`config.mk`:
```
export PLATFORM = sky130hd
export DESIGN_NAME = uart_rx_framer_flat
export DESIGN_NICKNAME = d
export VERILOG_FILES = /design/src/rtl/uart_rx_framer_if.sv /design/src/rtl/uart_rx_framer.sv /design/src/flat_wrapper.sv
export SDC_FILE = /design/constraint.sdc
export NUM_CORES = 1
export LEC_CHECK = 0
export CORE_MARGIN = 2
export CORE_UTILIZATION = 45
export CTS_CLUSTER_DIAMETER = 40
export DETAILED_ROUTE_END_ITERATION = 10
export PLACE_DENSITY = 0.66
export SYNTH_ARGS = -nofsm -noshare
export SYNTH_HDL_FRONTEND = slang
export SYNTH_SLANG_ARGS = --single-unit
```
`constraint.sdc`:
```
create_clock -name clk -period 2.13 [get_ports clk]
set_clock_uncertainty 0.15 [all_clocks]
set_input_delay 0.213 -clock clk [delete_from_list [all_inputs] [get_ports clk]]
set_output_delay 0.213 -clock clk [all_outputs]
set_load 0.01 [all_outputs]
```
`src/rtl/uart_rx_framer_if.sv`:
```
// Serial-side and frame-side signals of the UART receive framer.
// master drives the line and the tick; slave is the framer.
interface uart_rx_framer_if;
  logic       baud_tick;
  logic       rx;
  logic [8:0] frame_out;
  logic       frame_valid;
  logic       frame_err;
  logic       busy;

  modport master (output baud_tick, rx, input frame_out, frame_valid, frame_err, busy);
  modport slave  (input baud_tick, rx, output frame_out, frame_valid, frame_err, busy);
endinterface

```
`src/rtl/uart_rx_framer.sv`:
```
// UART receive framer: start, 8 data bits LSB first, parity and stop bit.
// Parity is passed through unchecked as frame_out[8].
module uart_rx_framer #(
  parameter int OVERSAMPLE = 16
) (
  input logic             clk,
  input logic             rst,
  uart_rx_framer_if.slave bus
);

  localparam int TW = $clog2(OVERSAMPLE);
  localparam logic [TW-1:0] HALF = TW'(OVERSAMPLE / 2 - 1);
  localparam logic [TW-1:0] FULL = TW'(OVERSAMPLE - 1);

  typedef enum logic [2:0] {IDLE, START, DATA, PARITY, STOP, WAIT_HIGH} state_t;

  state_t        r_state, w_next;
  logic          r_rx_meta, r_rx_s;
  logic [TW-1:0] r_tick;
  logic [2:0]    r_bit;
  logic [7:0]    r_shift;
  logic          r_par;
  logic [8:0]    r_frame;
  logic          r_valid, r_err;
  logic          w_cnt_done, w_smp;

  // START waits half a bit to land mid-bit; later states wait a whole bit.
  always_comb begin
    w_cnt_done = 1'b1;
    case (r_state)
      START:              w_cnt_done = (r_tick == HALF);
      DATA, PARITY, STOP: w_cnt_done = (r_tick == FULL);
      default:            w_cnt_done = 1'b1;
    endcase
    w_smp = bus.baud_tick && w_cnt_done;
  end

  always_ff @(posedge clk) begin
    if (rst) r_state <= IDLE;
    else     r_state <= w_next;
  end

  always_comb begin
    w_next = r_state;
    case (r_state)
      IDLE:      if (bus.baud_tick && !r_rx_s) w_next = START;
      START:     if (w_smp) w_next = r_rx_s ? IDLE : DATA;
      DATA:      if (w_smp && r_bit == 3'd7) w_next = PARITY;
      PARITY:    if (w_smp) w_next = STOP;
      STOP:      if (w_smp) w_next = r_rx_s ? IDLE : WAIT_HIGH;
      WAIT_HIGH: if (bus.baud_tick && r_rx_s) w_next = IDLE;
      default:   w_next = IDLE;
    endcase
  end

  always_ff @(posedge clk) begin
    if (rst) begin
      r_rx_meta <= 1'b1;
      r_rx_s    <= 1'b1;
      r_tick    <= '0;
      r_bit     <= '0;
      r_shift   <= '0;
      r_par     <= 1'b0;
      r_frame   <= '0;
      r_valid   <= 1'b0;
      r_err     <= 1'b0;
    end else begin
      r_rx_meta <= bus.rx;
      r_rx_s    <= r_rx_meta;
      r_valid   <= 1'b0;
      if (bus.baud_tick) r_tick <= w_cnt_done ? '0 : r_tick + 1'b1;
      if (r_state == IDLE) r_bit <= '0;
      if (r_state == DATA && w_smp) begin
        r_shift <= {r_rx_s, r_shift[7:1]};
        r_bit   <= r_bit + 1'b1;
      end
      if (r_state == PARITY && w_smp) r_par <= r_rx_s;
      if (r_state == STOP && w_smp) begin
        r_frame <= {r_par, r_shift};
        r_err   <= ~r_rx_s;
        r_valid <= 1'b1;
      end
    end
  end

  assign bus.frame_out   = r_frame;
  assign bus.frame_valid = r_valid;
  assign bus.frame_err   = r_err;
  assign bus.busy        = (r_state != IDLE);

endmodule

```
`src/flat_wrapper.sv`:
```
// flat-port wrapper written by rule: the top's interface ports become plain ports
module uart_rx_framer_flat 
#(
  parameter int OVERSAMPLE = 16
)
  (clk, rst, bus_baud_tick, bus_rx, bus_frame_out, bus_frame_valid, bus_frame_err, bus_busy);
  uart_rx_framer_if bus_i ();
  input logic clk;
  input logic rst;
  input wire logic [$bits(bus_i.baud_tick)-1:0] bus_baud_tick;
  input wire logic [$bits(bus_i.rx)-1:0] bus_rx;
  output wire logic [$bits(bus_i.frame_out)-1:0] bus_frame_out;
  output wire logic [$bits(bus_i.frame_valid)-1:0] bus_frame_valid;
  output wire logic [$bits(bus_i.frame_err)-1:0] bus_frame_err;
  output wire logic [$bits(bus_i.busy)-1:0] bus_busy;
  assign bus_i.baud_tick = bus_baud_tick;
  assign bus_i.rx = bus_rx;
  assign bus_frame_out = bus_i.frame_out;
  assign bus_frame_valid = bus_i.frame_valid;
  assign bus_frame_err = bus_i.frame_err;
  assign bus_busy = bus_i.busy;
  uart_rx_framer #(.OVERSAMPLE(OVERSAMPLE)) u_core (.clk(clk), .rst(rst), .bus(bus_i));
endmodule
```
Word-level counts from Yosys, hierarchy flattened. Index checks and enable logic that the tools add are counted.

Bitwise operators: 1. Add/subtract/negate cells: 2. Mux-type cells: 14. Reductions and logical operators: 13. Equal/unequal tests: 14.

Operators by type and width (count): 2-to-1 mux 3 bit (9); one-hot mux 3 bit (6 select lines) (1); inequality test 2 x 1 -> 1 bit (second input constant) (6); equality test 3 bit (second input constant) (3); logical AND 1 bit (7); equality test 3 x 2 -> 1 bit (second input constant) (2); AND reduction 6 bit (1); adder 4 x 1 -> 4 bit (second input constant) (1); equality test 4 x 3 -> 1 bit (second input constant) (1); equality test 4 bit (second input constant) (1); 2-to-1 mux 4 bit (1); adder 3 x 1 -> 3 bit (second input constant) (1); equality test 3 x 1 -> 1 bit (second input constant) (1); logical NOT 3 bit (1); nonzero test 3 bit (1); OR reduction 3 bit (1); 2-to-1 mux 2 bit (1); one-hot mux 1 bit (2 select lines) (1); nonzero test 2 bit (1); logical NOT 1 bit (1); 2-to-1 mux 1 bit (1); inverter 1 bit (1).

Logic and storage cells: 54. Register bits: 32. Bits of input ports: 4. Output and inout bits: 12.

Logic depth before layout (Yosys ltp).
Depth after elaboration: 7. Gate-level depth with buffers: 6. Depth with buffers taken out: 6.

Worst setup path after synthesis. Ideal clock, no wire load.

Path type: flip-flop to flip-flop. From: register u_core.r_tick[0]. To: register u_core.r_state[0]. Setup time: 0.070 ns. Required time: 1.910 ns. Arrival time: 1.730 ns. Clock period less this slack: 1.950 ns. Cell stages (with the launch flop): 7. Path buffers: 0. Setup slack: 0.180 ns. Cell sequence: dfxtp_1 ha_1 nand4b_1 a211o_1 and3_4 or4_1 a21oi_1.

Cells in the longest elaborated chain, start to end: 6. Elaborated cells on any way between the ends: 10. Classes of those cells: eq/ne: 6; mux: 1; reduce/logical: 3.

RTL lines: start: declaration (line uart_rx_framer.sv:19) `logic [TW-1:0] r_tick;`; start signal: assignment (line uart_rx_framer.sv:71) `if (bus.baud_tick) r_tick <= w_cnt_done ? '0 : r_tick + 1'b1;`; equality test 4 bit or equality test 4 x 3 -> 1 bit (tied branches) (line uart_rx_framer.sv:32, uart_rx_framer.sv:31); one-hot mux 1 bit (2 select lines) (*) (line uart_rx_framer.sv:30) `case (r_state)`; logical AND 1 bit (*) (line uart_rx_framer.sv:35) `w_smp = bus.baud_tick && w_cnt_done;`; logical AND 1 bit (line uart_rx_framer.sv:48) `DATA: if (w_smp && r_bit == 3'd7) w_next = PARITY;`; inequality test 2 x 1 -> 1 bit (no line); AND reduction 6 bit (no line) (*); end signal: assignment (line uart_rx_framer.sv:40) `else r_state <= w_next;`; end: declaration (line uart_rx_framer.sv:17) `state_t r_state, w_next;`.

Every way passes the cells marked *; elsewhere a longest branch is shown, timed or not. A chain may end at the register's enable or synchronous reset.

Worst setup path after layout.
From: register u_core.r_state[1]. To: output port bus_busy.

Cells in the longest elaborated chain, start to end: 1.

RTL lines: nonzero test 3 bit (line uart_rx_framer.sv:89) `assign bus.busy = (r_state != IDLE);`; end: declaration (line flat_wrapper.sv:15) `output wire logic [$bits(bus_i.busy)-1:0] bus_busy;`.

No other way between the ends.

==> impl_results.md <==
- Clk root buf: clkbuf_4
- DRT antenna net count: 0
- Placer Congestion: 0.838
- Pre-antenna DRT Iters: 4
- Number of flops mapped to enable cells by yosys: 0
- Ys flop type: dfxtp_1
- Achievable Freq: 495 MHz
- HPWL Detailed: 1840 um
- Std cell rows: 20
- FF-to-FF End: u_core.r_state[0]
- Die ar.: 0.00361 sq mm
- Nets@finish: ~170
- Vias in the first global route: 1051
- Port bufs: 15
- Synthesized cell area: 0.00141 sq mm
- Share of cells above drive strength 1: 16.7%
- Layout Cell Area excl Fill: roughly 0.0017 sq mm
- CTS max path bufs: 2
- MaxCap Viol Count: 0
- CP endpoint kind: output port
- Io pins: 16
- Starting Density: 46.7%
- N_diodes: 0
- Final Hold Viols: 0
- Clock Sink Count: 32
- Global Route Usage Sum: 18.3%
- Dpl cells: 204
- Maximum VDD drop: slightly above 0.0005 V
- Net Count, Synth: 155
- Sequential area share after synthesis: 45.3%
- Largest net degree at the start of global routing: 33
- Final Max Slew Viols: 0
- Yosys reg bits: 32
- Drt via density: 5.17
- Leading cell type in the layout, fill and taps excluded: dfxtp_1
- Hold Path Class: reg2reg
- Reg2Reg Setup Slack: approximately 0.13 ns
- TritonCTS clock tree: done
- Relative slew margins: 79.9%
- CTS H-tree depth: 2
- Hold Buf Count CTS: 0
- Status: finished clean
- RSZ-0062 raised after global routing: false
- Post-Syn Instances: approximately 150
- YS warnings: 0
- Critical path endpoint: bus_busy
- Die boundary height: 60.1 um
- First-pass GRT wire length: 4740 um
- Die width: 60.1 um
- Crit Path Max Fanout: 10
- Worst-Skew Late Latency: 0.33 ns
- Power Density: 667 mW/mm^2
- R2R cell count: 6
- Final min period: roughly 2.0 ns
- Post-synth top area share: 45.3%
- Crit path kind: reg2out
- Slew @ Worst Pin: 0.302 ns
- Via count: between 1000 and 1500
- Post-Route WL: 2680 um
- CP Data Arrival Time: 1.66 ns
- Total CTS buffers: 5
- Startpoint types: flop
- Post-DP Area: 0.00159 sq mm
- DR iter-0 viols: 27
- Core area: 0.00303 sq mm
- Post-synth top area cell: dfxtp_1
- Final cell count without fillers: 212
- R2R Path Start: u_core.r_tick[1]
- Syn avg cell area: between 9 and 10 sq um
- Commonest non-fill, non-tap cells in the layout: dfxtp_1, nor2_1, mux2i_1
- Fin crit share: 94.9%
- CP startpoint: u_core.r_state[1]
- Wire per inst: 12.6 um
- Synth async-reset ratio: 0%
- Required @ worst endpoint: 1.77 ns
- P_leak: 0.590 nW
- Hold WS: between 0.2 and 0.3 ns
- Synth top area cells: dfxtp_1, mux2i_1, nor2_1
- DRC: 0
- Endpoints failing setup: 0
- Initial antenna violation count: 0
- Overflow after GRT: 0
- Area Growth Syn to Fin: 16.8%
- CTS clk-pin slew, worst paths: 0.11 ns
- Post-synth cell types: 37
- Post-CTS setup buffers: 0
-- cell families (layout without fill, tap and decap cells) --
kind of cell	after synthesis	count (layout)	share of synthesized area, %
and+or+nand+nor	60	60	22.2
adders and majority gates	3	3	2.66
xor gates and xnor gates	1	1	0.620
buffers and inverters	11	31	6.37
DFF	32	32	45.3
AOI/OAI and AO/OA	22	22	9.29
muxes	19	19	13.5
-- routing by layer --
| metal | global-route usage, % | part of all wire (%) | vias to the layer above |
|---|---|---|---|
| met5 | 0 | 0 | - |
| met2 | 29.3 | 49 | 16 |
| met4 | 8.57 | 1.8 | 0 |
| met1 | 21.7 | 46 | 522 |
| met3 | 6.49 | 3.2 | 6 |
| li1 | - | - | 553 |
-- cell type report --
class,instances,area (sq um)
timing repair buffer,22,203
inverter,1,3.75
fill,297,1380
multi-input combinational,105,688
tap,44,55.1
sequential,32,646
clock inverter,3,18.8
clock buffer,5,37.5
-- worst min path at each step --
stage / startpoint / to / slack (ns) / depth (start not counted)
after floorplan: rst / u_core.bus.frame_valid / 0.13 / 1
after global placement: u_core.r_rx_meta / u_core.r_rx_s / 0.24 / 1
after detailed placement: u_core.r_rx_meta / u_core.r_rx_s / 0.26 / 1
after CTS: bus_rx / u_core.r_rx_meta / 0.28 / 2
after global routing: bus_rx / u_core.r_rx_meta / 0.27 / 2
final: u_core.r_rx_meta / u_core.r_rx_s / 0.28 / 1
-- worst max-delay path: stages (launching register included) --
cell and delay (ns):
dfxtp_2 0.39, or3_1 0.44, clkdlybuf4s50_1 0.50
-- per-stage QoR --
step	utilization, %	worst slack, ns	TNS [ns]	power (mW)
floorplan	-	0.180	0	0.748
global placement	52.5	0.0577	0	0.767
detailed placement	52.5	-0.00658	-0.00658	0.771
CTS	54.4	0.0329	0	1.11
global route	54.5	0.0137	0	1.17
finish	54.5	0.108	0	1.10
-- power by group --
group,switching [mW],internal (mW)
registers,0.0279,0.611
logic,0.0611,0.0611
clock network,0.213,0.127
-- cells in the mapped netlist, drive strengths merged (2+ instances only) --
cell / instances
o21ai: 7
or2: 2
nand3b: 2
nor2: 27
buf: 6
ha: 3
nand2b: 2
nand2: 9
a31oi: 2
clkbuf: 4
mux2i: 18
nand4: 2
nor2b: 2
nand3: 3
nand4b: 3
a21oi: 7
dfxtp: 32
or4: 2
-- state kept, by name, summed over array words and instances, names as in the netlist --
register and flops:
u_core.bus.frame_out 9, u_core.r_shift 8, u_core.r_tick 4, u_core.r_bit 3, u_core.r_state 3, u_core.bus.frame_err 1
u_core.bus.frame_valid 1, u_core.r_par 1, u_core.r_rx_meta 1, u_core.r_rx_s 1
-- what timing repair did --
| action | 4_1_cts | 5_1_grt |
|---|---|---|
| setup endpoints to repair | 0 | 2 |
| resized for setup | 0 | 4 |
| hold endpoints to repair | 0 | 0 |
Power figures use the tool's default switching activity.
